[src/rtl/filter.sv]
// Fixed-coefficient 8-tap direct-form FIR low-pass filter, unsigned samples, registered output.
// Define FILTER_SAT_EN to clamp oversized sums to the output maximum instead of wrapping.
module filter #(
    parameter int          DATA_W = 8,
    parameter int          COEF_W = 8,
    parameter int          OUT_W  = 17,
    parameter int unsigned C0     = 10,
    parameter int unsigned C1     = 30,
    parameter int unsigned C2     = 70,
    parameter int unsigned C3     = 120,
    parameter int unsigned C4     = 120,
    parameter int unsigned C5     = 70,
    parameter int unsigned C6     = 30,
    parameter int unsigned C7     = 10
) (
    input  logic              clk,
    input  logic              reset,
    input  logic [DATA_W-1:0] data_in,
    output logic [OUT_W-1:0]  data_out
);

    localparam int TAPS  = 8;
    // Full-precision accumulator: one product plus three bits of growth for eight terms.
    localparam int ACC_W = DATA_W + COEF_W + 3;

    localparam logic [COEF_W-1:0] COEF [TAPS] = '{
        COEF_W'(C0), COEF_W'(C1), COEF_W'(C2), COEF_W'(C3),
        COEF_W'(C4), COEF_W'(C5), COEF_W'(C6), COEF_W'(C7)
    };

    logic [DATA_W-1:0] x [TAPS];
    logic [ACC_W-1:0]  sum;
    logic [OUT_W-1:0]  out_next;

    always_ff @(posedge clk or posedge reset) begin
        if (reset) begin
            for (int k = 0; k < TAPS; k++) begin
                x[k] <= '0;
            end
        end else begin
            x[0] <= data_in;
            for (int k = 1; k < TAPS; k++) begin
                x[k] <= x[k-1];
            end
        end
    end

    always_comb begin
        sum = '0;
        for (int k = 0; k < TAPS; k++) begin
            sum = sum + (ACC_W'(x[k]) * ACC_W'(COEF[k]));
        end
    end

`ifdef FILTER_SAT_EN
    localparam logic [ACC_W-1:0] SAT_LIMIT = ACC_W'((64'd1 << OUT_W) - 64'd1);

    always_comb begin
        out_next = sum[OUT_W-1:0];
        if (sum > SAT_LIMIT) begin
            out_next = '1;
        end
    end
`else
    // Wrap-around: upper accumulator bits are deliberately dropped.
    logic sum_hi_unused;

    assign sum_hi_unused = ^sum[ACC_W-1:OUT_W];

    always_comb begin
        out_next = sum[OUT_W-1:0];
    end
`endif

    always_ff @(posedge clk or posedge reset) begin
        if (reset) begin
            data_out <= '0;
        end else begin
            data_out <= out_next;
        end
    end

endmodule

[config.mk]
export PLATFORM = sky130hd
export DESIGN_NAME = filter
export DESIGN_NICKNAME = d
export VERILOG_FILES = /design/src/rtl/filter.sv
export SDC_FILE = /design/constraint.sdc
export NUM_CORES = 1
export LEC_CHECK = 0
export ABC_AREA = 1
export BUFFER_PORTS_ARGS = -buffer_cell sky130_fd_sc_hd__buf_2
export CAP_MARGIN = 5
export CORE_MARGIN = 2
export CORE_UTILIZATION = 45
export CTS_BUF_LIST = sky130_fd_sc_hd__clkbuf_2 sky130_fd_sc_hd__clkbuf_4 sky130_fd_sc_hd__clkbuf_8
export DETAILED_ROUTE_END_ITERATION = 16
export PLACE_DENSITY_LB_ADDON = 0.12
export SLEW_MARGIN = 30
export SYNTH_ARGS = -nofsm -noshare
export SYNTH_HDL_FRONTEND = slang
export SYNTH_SLANG_ARGS = --single-unit
[constraint.sdc]
create_clock -name clk -period 5.3 [get_ports clk]
set_input_delay 0.265 -clock clk [delete_from_list [all_inputs] [get_ports clk]]
set_output_delay 0.265 -clock clk [all_outputs]
set_load 0.02 [all_outputs]
==> impl_metrics.py, run 1 <==
metrics = {
    "outcome": {
        "status": "complete, but fails checks",
        "failed_checks": "negative setup slack",
    },
    "clock_network": {
        "clkSinkCount": 80,
        "cts_tree": "done",
        "root_buffer": "clkbuf_8",
        "cts_buffers": 9,
        "path_clk_slew_ns": 0.10,
        "clkLatencyLatePin_ns": 0.41,
        "cts_max_level": 3,
        "clockBufferDepth": 2,
    },
    "critical_path": {
        "startpoint": "x[50]",
        "cp_data_arrival_time_ns": 5.80,
        "slowest_delay_ns": 0.60,
        "critPathKind": "flip-flop to flip-flop",
        "r2r_cells": 19,
        "cp-end-kind": "flip-flop",
        "r2r_slack_ns": -0.20,
        "cp_slowest_cell": "fa_2",
        "cp.depth": 19,
        "cp-endpoint": "data_out[10]",
        "crit_top_cell": "fa_1",
        "path_max_fanout": 4,
        "path_cells": "buf_6 > fa_1 > fa_2 > fa_2 > inv_2 > fa_1 > fa_1 > fa_1 > fa_1 > inv_2 > ha_4 > inv_2 > fa_2 > inv_2 > nand3_4 > nand3_4 > nand2_1 > nand2_1 > xor2_1",
        "cp.buffers_inverters": 5,
        "cp_top_family": "adder cells",
        "r2r-end": "data_out[10]",
        "cp-start-kind": "flip-flop",
        "crit_required_ns": 5.61,
        "r2r-start": "x[50]",
    },
    "synth": {
        "synth-seq-cells": 80,
        "syn_nets": 1438,
        "yosys.area.top_type_share_pct": 26.7,
        "synth_top_cells_by_count": "296 x inv_1, 254 x nand2_1, 149 x ha_1",
        "synth_area_per_cell_um2": 8.69,
        "syn-cell-area_mm2": 0.00996,
        "ys_async_sr_fraction_pct": 100,
        "ys_seq_area_share_pct": 20.1,
        "yosysTopAreaCell": "fa_1",
        "synthFlopType": "dfrtp_1",
        "synth_edf_count": 0,
        "synth-warning-count": 0,
        "yosysMostFrequentCell": "inv_1",
        "synthTopCellsByArea": "fa_1 27%, dfrtp_1 20%, ha_1 19%, inv_1 11%, nand2_1 9.6%",
        "ys_types": 20,
        "synth_cells": 1146,
    },
    "global_routing": {
        "use_met2_pct": 38.7,
        "grt_max_degree": 46,
        "grt_first_pass_wirelength_mm": 41.3,
        "grt_overflow": 0,
        "grt_pass1_vias": 8260,
        "top_usage_layer": "met2",
        "met1_usage_pct": 30.8,
        "grt_antenna_before_repair": 0,
        "grt_use_total_pct": 22.4,
        "grtUsageMet3_pct": 2.08,
    },
    "sta": {
        "tightestPinTransition_ns": 0.701,
        "period_share_pct": 104,
        "maxSlewViolCount": 0,
        "holdWs_ns": 0.430,
        "min_period_ns": 5.50,
        "hold_viol": 0,
        "setup_viol": 10,
        "setup_tns_ns": -1.42,
        "clock.fmax_ghz": 0.182,
        "slew_headroom_pct": 53.3,
        "rsz0062_at_grt": "yes",
        "finClkSkew_ns": 0.0248,
        "setup_slack_ns": -0.195,
    },
    "floorplan": {
        "num_rows": 54,
        "num_io_pins": 27,
        "coreArea_mm2": 0.0218,
        "dieArea_mm2": 0.0233,
        "die_w_um": 153,
        "initial_utilization_pct": 45.8,
        "die_h_um": 153,
    },
    "final_layout": {
        "nNetsFinal": 1659,
        "regArea_mm2": 0.00201,
        "multi_input_area_mm2": 0.00774,
        "final_core_util_pct": 59.9,
        "area_delta_synth_final_pct": 30.8,
        "fillers": 1920,
        "diodes": 0,
        "drive_gt1_share_pct": 30.2,
    },
    "placed_design": {
        "gp_congestion": 0.872,
        "dp_slack_ns": -0.426,
        "portBuffers": 25,
        "hpwl_mm": 20.0,
    },
    "detailed_routing": {
        "via_per_inst": 4.71,
        "vias": 7778,
        "wl_per_cell_um": 14.6,
        "drtAntennaViolNets": 0,
        "drcViolationCount": 0,
        "drt_first_pass_iters": 4,
        "drt-initial-drc-count": 310,
        "wirelength_mm": 24.1,
    },
    "job": {
        "maxCapViolCount": 0,
    },
    "hold_path": {
        "hp-class": "flip-flop to flip-flop",
        "whs_path_depth": 0,
    },
}
## kinds of logic after synthesis
group	synth area share [%]
buf+inv	11.3
fa+ha+maj	45.4
compound gates	3.08
other cells	0.0376
xor+xnor	3.60
simple gates	16.5
flops	20.1
## worst min-delay path by stage
stage	start	endpoint	slack (ns)
6_report	x[12]	x[4]	0.43
5_1_grt	x[12]	x[4]	0.44
4_1_cts	x[12]	x[4]	0.42
3_5_place_dp	data_in[2]	x[58]	0.37
3_3_place_gp	data_in[0]	x[56]	0.37
2_1_floorplan	data_in[0]	x[56]	0.30
## stage by stage
stage               instances  area, um^2
floorplan                1146       10200
global placement         1604       11800
detailed placement       1604       11800
CTS                      1646       12700
global route             1652       13000
finish                   1652       13000
## what timing repair did
action / 4_1_cts / 5_1_grt
hold buffers: 9 / 0
setup buffers: 17 / 7
gates resized for setup: 100 / 88
endpoints found under the hold margin: 43 / 0
pin swaps: 97 / 63
endpoints found under the setup margin: 11 / 11
## routing by layer
| metal | share of wire [%] | up-vias |
|---|---|---|
| met2 | 50 | 56 |
| met3 | 2.4 | 23 |
| li1 | - | 3924 |
| met4 | 1.4 | 0 |
| met5 | 0 | - |
| met1 | 46 | 3775 |
## placed cells by master, fill, tap and decap left out, types with 2 or more instances in the layout
cell,instances
dfrtp_1,73
nand2_4,9
a21oi_2,12
dfrtp_2,7
clkinv_4,2
ha_4,28
buf_2,25
xor2_1,17
nand3_1,50
nand3_2,11
a21oi_4,4
xnor2_2,6
nand4_1,23
buf_4,170
o21bai_1,9
inv_1,251
nand3b_1,6
buf_6,7
fa_1,123
o211ai_1,2
xnor2_1,13
a21oi_1,18
inv_4,3
fa_2,10
nand2_2,36
o21ai_0,4
inv_2,42
ha_1,120
dlygate4sd3_1,9
nor2_2,9
clkbuf_8,9
nand2_1,209
o21ai_4,2
xor2_2,4
nor2_1,30
bufinv_16,2
nand3_4,7
## final cells by class
class                      count  area share, %
sequential                    80           15.4
timing repair buffer         211           12.0
inverter                     297           8.62
multi-input combinational    768           59.4
clock inverter                 7          0.874
clock buffer                   9          0.950
tap                          280           2.69
## flip-flops by register name, summed over array words and instances, names as in the netlist
signal    cells
data_out     16
x            64
Power of run 1 is not shown: default switching activity piles up to over one toggle a cycle in this logic, so the estimate is an artifact.
==> run 2: changes to the inputs <==
Settings changed: ABC_AREA 1 to 0.
==> run 2 against run 1 <==
- the flow still finishes with violations (negative setup slack)
- synthesized cell count down 24%
- maximum frequency is 8.1% lower
- via count is 15% lower
- critical path depth is 1 higher
- clock skew fell by 0.012 ns
- count of clock-buffer cells in the layout did not move
- sequential cell count did not move
- non-clock buffer count up 34
- wire length fell by 13%
- critical path type unchanged
==> impl_metrics.py, run 2 <==
metrics = {
    "hold_path": {
        "whs_path_depth": 0,
        "hp-class": "flip-flop to flip-flop",
    },
    "outcome": {
        "failed_checks": "negative setup slack",
        "status": "complete, but fails checks",
    },
    "detailed_routing": {
        "via_per_inst": 4.70,
        "drcViolationCount": 0,
        "drt_first_pass_iters": 4,
        "vias": 6591,
        "wl_per_cell_um": 15.0,
        "drtAntennaViolNets": 0,
        "drt-initial-drc-count": 202,
        "wirelength_mm": 21.0,
    },
    "clock_network": {
        "clockBufferDepth": 2,
        "clkLatencyLatePin_ns": 0.40,
        "clkSinkCount": 80,
        "cts_buffers": 9,
        "root_buffer": "clkbuf_8",
        "cts_max_level": 3,
        "path_clk_slew_ns": 0.10,
        "cts_tree": "done",
    },
    "final_layout": {
        "layout_commonest_cell": "buf_4",
        "diodes": 0,
        "multi_input_area_mm2": 0.00715,
        "stdcell_area_mm2": 0.0123,
        "area_delta_synth_final_pct": 32.1,
        "mostFrequentLayoutCells": "201 x buf_4, 169 x inv_1, 128 x ha_1",
        "regArea_mm2": 0.00201,
        "largest_register_ff_count": 64,
        "drive_gt1_share_pct": 33.0,
        "reg_top3": "x: 64 flops, data_out: 16 flops",
        "regMostFlops": "x",
        "nNetsFinal": 1418,
        "fillers": 1763,
    },
    "synth": {
        "yosys.area.top_type_share_pct": 28.6,
        "yosysMostFrequentCell": "inv_1",
        "yosysTopAreaCell": "fa_1",
        "synth-warning-count": 0,
        "ys_async_sr_fraction_pct": 100,
        "synth-seq-cells": 80,
        "synthFlopType": "dfrtp_1",
        "synth_area_per_cell_um2": 10.7,
        "ys_types": 50,
        "synth_cells": 873,
        "synth_top_cells_by_count": "198 x inv_1, 149 x ha_1, 133 x fa_1",
        "synthTopCellsByArea": "fa_1 29%, dfrtp_1 22%, ha_1 20%, inv_1 8.0%, xor2_1 3.1%",
        "ys_seq_area_share_pct": 21.5,
        "syn_nets": 1165,
        "syn-cell-area_mm2": 0.00930,
        "synth_edf_count": 0,
    },
    "critical_path": {
        "critPathKind": "flip-flop to flip-flop",
        "path_max_fanout": 4,
        "crit_required_ns": 5.62,
        "r2r_cells": 20,
        "cp-start-kind": "flip-flop",
        "cp-end-kind": "flip-flop",
        "cp_data_arrival_time_ns": 6.30,
    },
    "floorplan": {
        "initial_utilization_pct": 46.0,
        "num_rows": 52,
        "num_io_pins": 27,
        "coreArea_mm2": 0.0202,
        "die_h_um": 148,
        "dieArea_mm2": 0.0218,
        "die_w_um": 148,
    },
    "sta": {
        "slew_headroom_pct": 44.0,
        "maxSlewViolCount": 0,
        "setup_slack_ns": -0.679,
        "min_period_ns": 5.98,
        "clock.fmax_ghz": 0.167,
        "rsz0062_at_grt": "yes",
        "finClkSkew_ns": 0.0129,
        "period_share_pct": 113,
        "hold_viol": 0,
        "tightestPinTransition_ns": 0.840,
        "setup_viol": 10,
    },
    "job": {
        "maxCapViolCount": 0,
    },
    "global_routing": {
        "grt_antenna_before_repair": 0,
        "grt_overflow": 0,
        "grt_pass1_vias": 7195,
        "grt_max_degree": 42,
        "grt_use_total_pct": 21.4,
        "grt_first_pass_wirelength_mm": 35.9,
    },
    "placed_design": {
        "hpwl_mm": 17.7,
        "dp_slack_ns": -0.754,
        "placed_cell_area_mm2": 0.0116,
        "gp_congestion": 0.845,
        "portBuffers": 25,
    },
}
==> run 2: changes by cell type in the layout (fill, tap and decap cells not counted), sizes merged, moves of 12 or more <==
cell / previous run / this run
nand3: 68 / 24
buf: 202 / 236
nand2: 254 / 26
nand4: 23 / 2
inv: 298 / 201
xor2: 21 / 33
a21o: 0 / 20
==> run 2: path summary, 6_finish.rpt <==
check / slack (ns) / to / from
max in group asynchronous: 3.68 / x[14] / reset
worst max register to register: -0.68 / data_out[14] / x[49]
min in group asynchronous: 0.55 / x[60] / reset
worst min-delay path: 0.41 / x[4] / x[12]
worst min register to register: 0.41 / x[4] / x[12]
worst max-delay path: -0.68 / data_out[14] / x[49]
==> run 2: kinds of logic after synthesis <==
group	synth area share [%]
fa+ha+maj	48.7
buf+inv	8.15
simple gates	6.62
compound gates	8.93
flops	21.5
xor+xnor	5.84
mux	0.215
other cells	0.0403
==> run 2: layout make-up <==
| class | instances | area share, % |
|---|---|---|
| repair buffers | 245 | 14.9 |
| inverters | 198 | 6.06 |
| clock inverters | 7 | 0.703 |
| flip-flops and latches | 80 | 16.3 |
| multi-input cells | 592 | 58.2 |
| well taps | 270 | 2.75 |
| clock buffers | 9 | 1.01 |
==> run 2: worst max-delay path: stages (launching register included) <==
cell	delay [ns]
dfrtp_2	0.46
fa_1	0.57
fa_1	0.47
fa_2	0.37
a21oi_2	0.18
o211ai_1	0.15
nor3_2	0.20
o21bai_1	0.10
xor2_1	0.18
fa_1	0.63
fa_1	0.46
fa_1	0.52
inv_1	0.05
fa_1	0.49
inv_2	0.05
ha_4	0.28
nand4_1	0.11
a211oi_2	0.27
a211oi_4	0.09
o21ai_1	0.15
xor2_1	0.15
==> run 2: layer usage <==
layer,vias to the layer above,GRT usage [%],share of wire [%],wire length [um]
met5,-,0,0,0
met4,0,4.86,1.8,377
met3,16,3.92,2.2,457
met2,49,36.1,49,10300
met1,3233,29.0,47,9880
li1,3293,-,-,-
==> run 2: repair_timing <==
action	in CTS	in global routing
pin swaps	67	26
gates cloned	0	0
endpoints found under the setup margin	11	12
gates resized for setup	50	25
hold endpoints to repair	11	0
buffers inserted	8	5
hold buffers	9	0
==> run 2: through the flow <==
stage / util, % / hold WS (ns) / setup TNS [ns] / instances
floorplan: - / 0.296 / -1.75 / 873
global placement: 57.1 / 0.373 / -4.85 / 1366
detailed placement: 57.1 / 0.375 / -5.83 / 1366
CTS: 60.0 / 0.411 / -5.45 / 1397
global route: 60.7 / 0.427 / -7.36 / 1401
finish: 60.7 / 0.411 / -4.74 / 1401
Power of run 2 is left out for the same reason.
